<file path="config.mk">
export PLATFORM = sky130hd
export DESIGN_NAME = instruction_fetch
export DESIGN_NICKNAME = d
export VERILOG_FILES = /design/src/rtl/instruction_fetch_pkg.sv /design/src/rtl/instruction_fetch_queue.sv /design/src/rtl/instruction_fetch.sv
export SDC_FILE = /design/constraint.sdc
export NUM_CORES = 1
export LEC_CHECK = 0
export CORE_AREA = 2 2 167 128
export DETAILED_ROUTE_END_ITERATION = 16
export DIE_AREA = 0 0 169 130
export DONT_BUFFER_PORTS = 1
export MAX_ROUTING_LAYER = met4
export PLACE_DENSITY = 0.68
export SETUP_SLACK_MARGIN = 0.02
export SKIP_CTS_REPAIR_TIMING = 1
export SLEW_MARGIN = 10
export SYNTH_ARGS = -nofsm -noshare
export SYNTH_HDL_FRONTEND = slang
export SYNTH_HIERARCHICAL = 1
export SYNTH_SLANG_ARGS = --single-unit
</file>
<file path="constraint.sdc">
create_clock -name clk -period 11.81 [get_ports clk]
set_clock_uncertainty 0.05 [all_clocks]
set_input_delay 0.5905 -clock clk [delete_from_list [all_inputs] [get_ports clk]]
set_output_delay 0.5905 -clock clk [all_outputs]
set_load 0.01 [all_outputs]
</file>
<file path="src/rtl/instruction_fetch_pkg.sv">
// Shared definitions for the instruction fetch front-end.
//   XLEN             datapath width
//   RESET_PC_DEFAULT default PC loaded on reset
//   INSTR_NOP        canonical no-op encoding (addi x0,x0,0)
//   fetch_entry_t    one queue entry: fetched word plus the PC it came from
//   word_align()     clears the byte-offset bits of an address
`timescale 1ns/1ps
package instruction_fetch_pkg;

  localparam int              XLEN             = 32;
  localparam logic [XLEN-1:0] RESET_PC_DEFAULT = 32'h0000_0000;
  localparam logic [XLEN-1:0] INSTR_NOP        = 32'h0000_0013;

  typedef struct packed {
    logic [XLEN-1:0] instr;
    logic [XLEN-1:0] pc;
  } fetch_entry_t;

  function automatic logic [XLEN-1:0] word_align(input logic [XLEN-1:0] addr);
    return {addr[XLEN-1:2], 2'b00};
  endfunction

endpackage

</file>
<file path="src/rtl/instruction_fetch_queue.sv">
// fetch_queue: synchronous FIFO holding {instr, pc} entries between the ROM
// response and decode.
//   clk, rst_n  clock / async active-low reset
//   push, din   write an entry (ignored while flush is high)
//   pop         consume the head entry
//   flush       discard all entries; pop of the same cycle still counts as taken
//   full, empty occupancy flags
//   count       number of valid entries
//   head        entry at the read pointer (undefined contents when empty)
`timescale 1ns/1ps
module fetch_queue #(
  parameter int WIDTH = 64,
  parameter int DEPTH = 2
) (
  input  logic                     clk,
  input  logic                     rst_n,
  input  logic                     push,
  input  logic                     pop,
  input  logic                     flush,
  input  logic [WIDTH-1:0]         din,
  output logic                     full,
  output logic                     empty,
  output logic [$clog2(DEPTH):0]   count,
  output logic [WIDTH-1:0]         head
);

  localparam int AW   = $clog2(DEPTH);
  localparam int CNTW = AW + 1;

  logic [WIDTH-1:0] mem [DEPTH];
  logic [AW-1:0]    wr_ptr;
  logic [AW-1:0]    rd_ptr;
  logic [AW:0]      cnt;
  logic             do_push;
  logic             do_pop;

  assign empty   = (cnt == '0);
  assign full    = (cnt == CNTW'(DEPTH));
  assign do_pop  = pop & ~empty;
  // A pop frees the slot a same-cycle push lands in, so full+pop+push is legal.
  assign do_push = push & (~full | do_pop);
  assign count   = cnt;
  assign head    = mem[rd_ptr];

  always_ff @(posedge clk or negedge rst_n) begin
    if (!rst_n) begin
      wr_ptr <= '0;
      rd_ptr <= '0;
      cnt    <= '0;
    end else if (flush) begin
      wr_ptr <= '0;
      rd_ptr <= '0;
      cnt    <= '0;
    end else begin
      if (do_push) wr_ptr <= wr_ptr + 1'b1;
      if (do_pop)  rd_ptr <= rd_ptr + 1'b1;
      cnt <= cnt + {{AW{1'b0}}, do_push} - {{AW{1'b0}}, do_pop};
    end
  end

  always_ff @(posedge clk) begin
    if (do_push && !flush) mem[wr_ptr] <= din;
  end

endmodule

</file>
<file path="src/rtl/instruction_fetch.sv">
// instruction_fetch: PC register and sequential read issue to a synchronous
// instruction ROM (1-cycle latency), response queue, valid/ready to decode,
// and redirect (branch/jump) handling.
//   clk             system clock
//   btn2            async active-low reset
//   rom_rd_en       read strobe, rom_addr sampled on the same edge
//   rom_addr        word-aligned read address (= pc)
//   rom_data        ROM word, valid the cycle after a sampled read
//   redirect_valid  one-cycle pulse: flush and restart at redirect_pc
//   redirect_pc     redirect target (low two bits forced to zero)
//   instr_valid     head of queue holds a valid instruction
//   instr, instr_pc head instruction and its PC (zero when invalid)
//   instr_ready     decode accepts the head this cycle
`timescale 1ns/1ps
module instruction_fetch
  import instruction_fetch_pkg::*;
#(
  parameter logic [XLEN-1:0] RESET_PC    = RESET_PC_DEFAULT,
  parameter int              QUEUE_DEPTH = 2
) (
  input  logic            clk,
  input  logic            btn2,
  output logic            rom_rd_en,
  output logic [XLEN-1:0] rom_addr,
  input  logic [XLEN-1:0] rom_data,
  input  logic            redirect_valid,
  input  logic [XLEN-1:0] redirect_pc,
  output logic            instr_valid,
  output logic [XLEN-1:0] instr,
  output logic [XLEN-1:0] instr_pc,
  input  logic            instr_ready
);

  localparam int CW = $clog2(QUEUE_DEPTH) + 1;
  localparam int OW = CW + 1;

  logic [XLEN-1:0] pc;
  logic [XLEN-1:0] req_pc;
  logic            inflight;
  logic            req_epoch;
  logic            epoch;

  logic [CW-1:0]   q_count;
  logic            q_full;
  logic            q_empty;
  fetch_entry_t    q_head;
  fetch_entry_t    push_entry;
  logic            pop;
  logic            resp_ok;
  logic            push;
  logic [OW-1:0]   occupancy;
  logic            issue_ok;

  assign instr_valid = ~q_empty;
  assign pop         = instr_valid & instr_ready;

  // Entries left after this cycle's pop plus the response already on its way
  // must leave room for the word about to be requested.
  assign occupancy = {1'b0, q_count} - {{CW{1'b0}}, pop} + {{CW{1'b0}}, inflight};
  assign issue_ok  = (occupancy < OW'(QUEUE_DEPTH));

  // btn2 gating keeps the strobe low while reset is held.
  assign rom_rd_en = btn2 & ~redirect_valid & issue_ok;
  assign rom_addr  = pc;

  // Responses tagged with an older epoch belong to a discarded fetch stream.
  assign resp_ok = inflight & (req_epoch == epoch);
  assign push    = resp_ok & (~q_full | pop);

  assign push_entry.instr = rom_data;
  assign push_entry.pc    = req_pc;

  assign instr    = q_empty ? '0 : q_head.instr;
  assign instr_pc = q_empty ? '0 : q_head.pc;

  always_ff @(posedge clk or negedge btn2) begin
    if (!btn2) begin
      pc        <= RESET_PC;
      req_pc    <= '0;
      inflight  <= 1'b0;
      req_epoch <= 1'b0;
      epoch     <= 1'b0;
    end else begin
      inflight <= rom_rd_en;
      if (rom_rd_en) begin
        req_pc    <= pc;
        req_epoch <= epoch;
      end
      if (redirect_valid) begin
        pc    <= word_align(redirect_pc);
        epoch <= ~epoch;
      end else if (rom_rd_en) begin
        pc <= pc + 32'd4;
      end
    end
  end

  fetch_queue #(
    .WIDTH ($bits(fetch_entry_t)),
    .DEPTH (QUEUE_DEPTH)
  ) u_queue (
    .clk   (clk),
    .rst_n (btn2),
    .push  (push),
    .pop   (pop),
    .flush (redirect_valid),
    .din   (push_entry),
    .full  (q_full),
    .empty (q_empty),
    .count (q_count),
    .head  (q_head)
  );

endmodule

</file>
## Word-level counts from Yosys, hierarchy flattened

Memory sizes are Yosys's and may differ from the RTL's.
Index checks and enable logic that the tools add are counted.

- Register bits: 71
- Memory bits (writable): 128
- Input port bits: 68
- Output and inout bits: 98
- Logic and storage cells: 49
- Memories kept: 1

Memory list:

| name | words | width | read ports | clocked after memory_dff | write ports | line | source |
|---|---|---|---|---|---|---|---|
| u_queue.mem | 2 | 64 | 1 | 0 | 1 | instruction_fetch_queue.sv:30 | `logic [WIDTH-1:0] mem [DEPTH];` |

- Add/sub/neg operators: 7
- Magnitude comparators: 1
- Eq/ne operators: 2
- Muxes and demuxes: 11
- Bitwise gates (word level): 13
- Reductions and logical operators: 6

Operators with widths:

| operator | number |
|---|---|
| $mux W32 | 4 |
| $add A32 B3 Y32 const B | 1 |
| $and A1 B1 Y1 | 7 |
| $mux W1 | 6 |
| $reduce_bool A2 Y1 | 3 |
| $not A1 Y1 | 4 |
| $add A3 B1 Y3 | 1 |
| $lt A3 B2 Y1 const B | 1 |
| $sub A2 B1 Y3 | 1 |
| $add A1 B1 Y1 const B | 2 |
| $add A2 B1 Y2 | 1 |
| $eq A2 B2 Y1 const B | 1 |
| $logic_not A2 Y1 | 1 |
| $mux W2 | 1 |
| $or A1 B1 Y1 | 2 |
| $sub A2 B1 Y2 | 1 |
| $eq A1 B1 Y1 | 1 |
| $logic_and A1 B1 Y1 | 1 |
| $logic_not A1 Y1 | 1 |

## Longest topological paths before layout

- Depth in word-level cells: 9
- Mapped depth: 12
- Gate-level depth less buffers: 10

## Cells and area by module

The synthesis kept the hierarchy.

By module, submodules not included:

| module | instances | cells each | area an instance (µm²) | seq. area each (µm²) |
|---|---|---|---|---|
| fetch_queue | 1 | 228 | 4883.4 | 3943.8 |
| instruction_fetch | 1 | 438 | 3759.9 | 1576.5 |

## Worst setup path before layout

OpenSTA, ideal clock, no wires.

- Path kind: reg-to-reg
- From: reg u_queue.cnt[1] (netlist: u_queue/count[1])
- To: mem u_queue.mem[1][0], enable pin
- Library setup time: 0.578 ns
- Arrival: 6.065 ns
- Data required time: 11.182 ns
- Slack: 5.117 ns
- Stages on the path, launching flop included: 6
- Path buffers: 0
- Period minus slack after synthesis: 6.693 ns
- Cells stage by stage: dfrtp_1 > nor2_1 > nor2b_1 > o211a_1 > o21ai_2 > nor3b_1

- Word-level cells in the longest chain between the ends: 9
- Elaborated cells between the ends (all ways): 13
- Classes of those cells: eq/ne: 1; mux: 2; bitwise: 8; reduce/logical: 2

Ends and longest elaborated chain:

| item | line | source |
|---|---|---|
| from (decl) | instruction_fetch_queue.sv:33 | `logic [AW:0] cnt;` |
| from (signal assigned) | instruction_fetch_queue.sv:57 | `cnt <= cnt + {{AW{1'b0}}, do_push} - {{AW{1'b0}}, do_pop};` |
| $logic_not A2 Y1 | instruction_fetch_queue.sv:37 | `assign empty = (cnt == '0);` |
| named net q_empty | instruction_fetch.sv:45 | `logic q_empty;` |
| $not A1 Y1 | instruction_fetch.sv:54 | `assign instr_valid = ~q_empty;` |
| $and A1 B1 Y1 | instruction_fetch.sv:55 | `assign pop = instr_valid & instr_ready;` |
| named net pop | instruction_fetch.sv:48 | `logic pop;` |
| $or A1 B1 Y1 | instruction_fetch.sv:68 | `assign push = resp_ok & (~q_full \| pop);` |
| $and A1 B1 Y1 | instruction_fetch.sv:68 |  |
| named net push | instruction_fetch.sv:50 | `logic push;` |
| $and A1 B1 Y1 | instruction_fetch_queue.sv:41 | `assign do_push = push & (~full \| do_pop);` |
| $logic_and A1 B1 Y1 | instruction_fetch_queue.sv:62 | `if (do_push && !flush) mem[wr_ptr] <= din;` |
| $mux W1 | instruction_fetch_queue.sv:62 |  |
| $mux W1 (implied by the code) | instruction_fetch_queue.sv:62 |  |
| to (decl) | instruction_fetch_queue.sv:30 |  |

The timed path passes the listed nets, and every way through them passes these cells.

## Worst setup path in the final report

- From: reg u_queue.cnt[1] (netlist: u_queue/count[1])
- To: reg pc[26] (netlist: rom_addr[26])

- Word-level cells in the longest chain between the ends: 8

Ends and longest elaborated chain:

| item | line | source |
|---|---|---|
| $logic_not A2 Y1 | instruction_fetch_queue.sv:37 |  |
| named net q_empty | instruction_fetch.sv:45 |  |
| $not A1 Y1 | instruction_fetch.sv:54 |  |
| $and A1 B1 Y1 | instruction_fetch.sv:55 |  |
| named net pop | instruction_fetch.sv:48 |  |
| $sub A2 B1 Y3 | instruction_fetch.sv:59 | `assign occupancy = {1'b0, q_count} - {{CW{1'b0}}, pop} + {{CW{1'b0}}, inflight};` |
| $add A3 B1 Y3 | instruction_fetch.sv:59 |  |
| $lt A3 B2 Y1 | instruction_fetch.sv:60 | `assign issue_ok = (occupancy < OW'(QUEUE_DEPTH));` |
| $and A1 B1 Y1 | instruction_fetch.sv:63 | `assign rom_rd_en = btn2 & ~redirect_valid & issue_ok;` |
| named net rom_rd_en | instruction_fetch.sv:23 | `output logic rom_rd_en,` |
| $reduce_bool A2 Y1 (no line) | -- |  |
| to (signal assigned) | instruction_fetch.sv:90 | `pc <= word_align(redirect_pc);` |
| to (signal assigned) | instruction_fetch.sv:93 | `pc <= pc + 32'd4;` |
| to (decl) | instruction_fetch.sv:37 | `logic [XLEN-1:0] pc;` |

The timed path passes the listed nets, and every way through them passes these cells.
A chain may end at the register's enable or synchronous reset.

==> results_dict.tcl <==
set metrics [dict create \
    finalCritPeriodShare_pct 34.03 \
    final_cell_mix "edfxtp_1 (128), nand2_1 (112), nor2b_1 (69), dfrtp_1 (66), mux2_1 (51)" \
    drc 0 \
    drtIter0Drc 405 \
    antenna_found_initial 1 \
    area_growth_syn_to_layout_pct 9.569 \
    required_ns 12.07 \
    viasPerCell 5.545 \
    cp_data_arrival_time_ns 4.28 \
    grt_pass1_wl_um 29530 \
    grt_start_max_net_pins 71 \
    finalWirelength_um 19400 \
    p_leak_nw 3.387 \
    routed.top_layer "met4" \
    cts.htree.levels 4 \
    ys.flop_type "edfxtp_1" \
    setup_viol 0 \
    start_util_pct 41.95 \
    status "finished clean" \
    fmax_mhz 248.8 \
    synth_seq_area_share_pct 63.87 \
    root_buffer "clkbuf_16" \
    final_common_cell "edfxtp_1" \
    grt_overflow 0 \
    pwr_density_cell_nw_per_um2 163.3 \
    cts_tree "built" \
    grt_usage_pct 18.35 \
    synth_cell_type_count 64 \
    period_minus_slack_ns 4.019 \
    gp_congestion 0.8827 \
    tightest_slew_ns 0.9547 \
    async_flop_share_pct 34.36 \
    path_class "reg -> reg" \
    start_kind "register" \
    cp_slowest_cell "dfrtp_1" \
    synthTopCellsByArea "edfxtp_1 (44%), dfrtp_1 (19%), mux2_1 (6.6%)" \
    port_buffers 0 \
    rsz0062_at_grt "no" \
    endpoint_kind "register" \
    syn-mean-instance-area_um2 12.98 \
    drive_above_1_share_pct 10.21 \
    setup_tns_ns 0 \
    relSlewSlack_pct 36.36 \
    grt_pass1_vias 5208 \
    detail-route-antenna-nets 0 \
    vias 5218 \
    netlist_instances 666 \
    met3_length_um 1306 \
    dp_hpwl_um 12390 \
    cts_buffers 17 \
    wl_met1_um 8899 \
    rows 46 \
    fp.dieH_um 130 \
    slowest_delay_ns 0.60 \
    wire_per_inst_um 20.61 \
    critPathMaxFanout 33 \
    irDropWorstVdd_v 0.00008868 \
    design_area_um2 9470 \
    core-area_um2 20600 \
    slew_violations 0 \
    ys_warn_count 6 \
    syn-cell-area_um2 8643 \
    path_cells "nor2_4 > nor2b_1 > ha_1 > nand2b_1 > fa_1 > xnor2_1 > nand3_2 > inv_1 > buf_4 > nand4_1 > mux2_2" \
    finalHoldViolations 0 \
    synth_edf_count 128 \
    cts.sinks 195 \
    synth_top_area_share_pct 44.47 \
    synth_top_cell_by_area "edfxtp_1" \
    dr_wl_met2_um 8892 \
    clk_latency_ns 0.44 \
    dr.pass1.iters 5 \
    clk_path_buf_depth 2 \
    drv_cap 0 \
    nets 735 \
    die_area_um2 21970 \
    clk_pin_slew_ns 0.07 \
    placed_area_um2 8874 \
    hp-class "in -> reg" \
    die_w_um 169 \
    ys_ff_latch 195 \
    io_pins 166 \
]
==> worst max-delay path: cells and delay by family (launching register included) <==
kind	cells	cell delay, ns
and+or+nand+nor	5	0.98
buffers and inverters	2	0.80
adders and majority gates	2	0.73
DFF	1	0.60
xor gates and xnor gates	1	0.41
muxes	1	0.31
==> state kept, by name, indices dropped and copies added (netlist names) <==
register        count
u_queue/mem       128
req_pc             30
rom_addr           30
u_queue/count       2
epoch               1
inflight            1
req_epoch           1
u_queue/rd_ptr      1
u_queue/wr_ptr      1
==> stage by stage <==
stage               setup slack, ns  power [mW]  utilization (%)  instances  hold WS (ns)
global route                  7.443       1.614            45.96        941        0.1559
global placement              7.869       1.005            43.07        906        0.2469
detailed placement            7.808       1.014            43.07        906        0.2466
CTS                           7.792       1.557            45.77        938       -0.2193
finish                        7.791       1.546            45.96        941        0.1871
floorplan                     5.117      0.9707                -        671        0.2449
==> power breakdown <==
part / internal (mW) / leakage, nW / switching, mW
Combinational: 0.0511 / 1.13 / 0.0863
Sequential: 0.807 / 2.00 / 0.0599
Clock: 0.286 / 0.261 / 0.256
==> cell families after synthesis <==
family                   after synthesis  synth area share, %
buffers and inverters                 46                2.635
adder cells (fa/ha/maj)                4               0.6660
flip-flops                           195                63.87
XOR/XNOR                               7               0.7093
AND/OR/NAND/NOR                      279                17.27
multiplexers                          69                9.004
other                                  1              0.04339
AO/OA/AOI/OAI                         65                5.805
==> final timing paths <==
kind | cells after the start | from | end | slack [ns]
setup / recovery | 11 | u_queue/count[1]$_DFF_PN0_ | rom_addr[26]$_DFFE_PN0P_ | 7.79
hold / removal | 1 | redirect_valid | u_queue/count[0]$_DFF_PN0_ | 0.19
setup reg to reg | 11 | u_queue/count[1]$_DFF_PN0_ | rom_addr[26]$_DFFE_PN0P_ | 7.79
hold reg to reg | 0 | req_pc[11]$_DFFE_PN0P_ | u_queue/mem[1][11]$_DFFE_PP_ | 0.42
max in group asynchronous | 2 | btn2 | u_queue/rd_ptr$_DFFE_PN0P_ | 10.75
min in group asynchronous | 2 | btn2 | req_pc[24]$_DFFE_PN0P_ | 0.65
==> Yosys cell counts, types with 3 or more instances <==
library cell	count
nor2b_1	69
dfrtp_1	67
and3_1	3
a22oi_1	5
nor2_1	11
ha_1	3
and4_1	7
buf_4	7
inv_1	12
o311ai_0	17
or4_1	6
o21ai_0	9
a221o_1	3
nand2_1	112
clkbuf_1	14
xor2_1	4
nor3_1	9
nand3_1	20
mux2_1	51
mux2_2	15
nand2b_1	3
nor4_1	4
buf_2	9
nor3b_1	3
o211ai_1	11
xnor2_1	3
edfxtp_1	128
nand4_1	11
or3_1	5
==> metal layers <==
layer | vias up | track usage (%)
met5 | - | -
met4 | 0 | 5.279
met3 | 26 | 5.611
met2 | 186 | 27.72
met1 | 2566 | 24.15
li1 | 2440 | -
==> area by class of cell <==
cell class / instances / area (um^2)
flip-flops and latches: 195 / 5524
repair buffers: 7 / 75.07
clock buffers: 21 / 460.4
fillers: 1877 / 11130
diodes: 1 / 2.502
multi-input cells: 430 / 2937
clock inverters: 11 / 96.34
well taps: 264 / 330.3
inverters: 12 / 45.04
No activity file was read; power rests on OpenSTA's default activity.
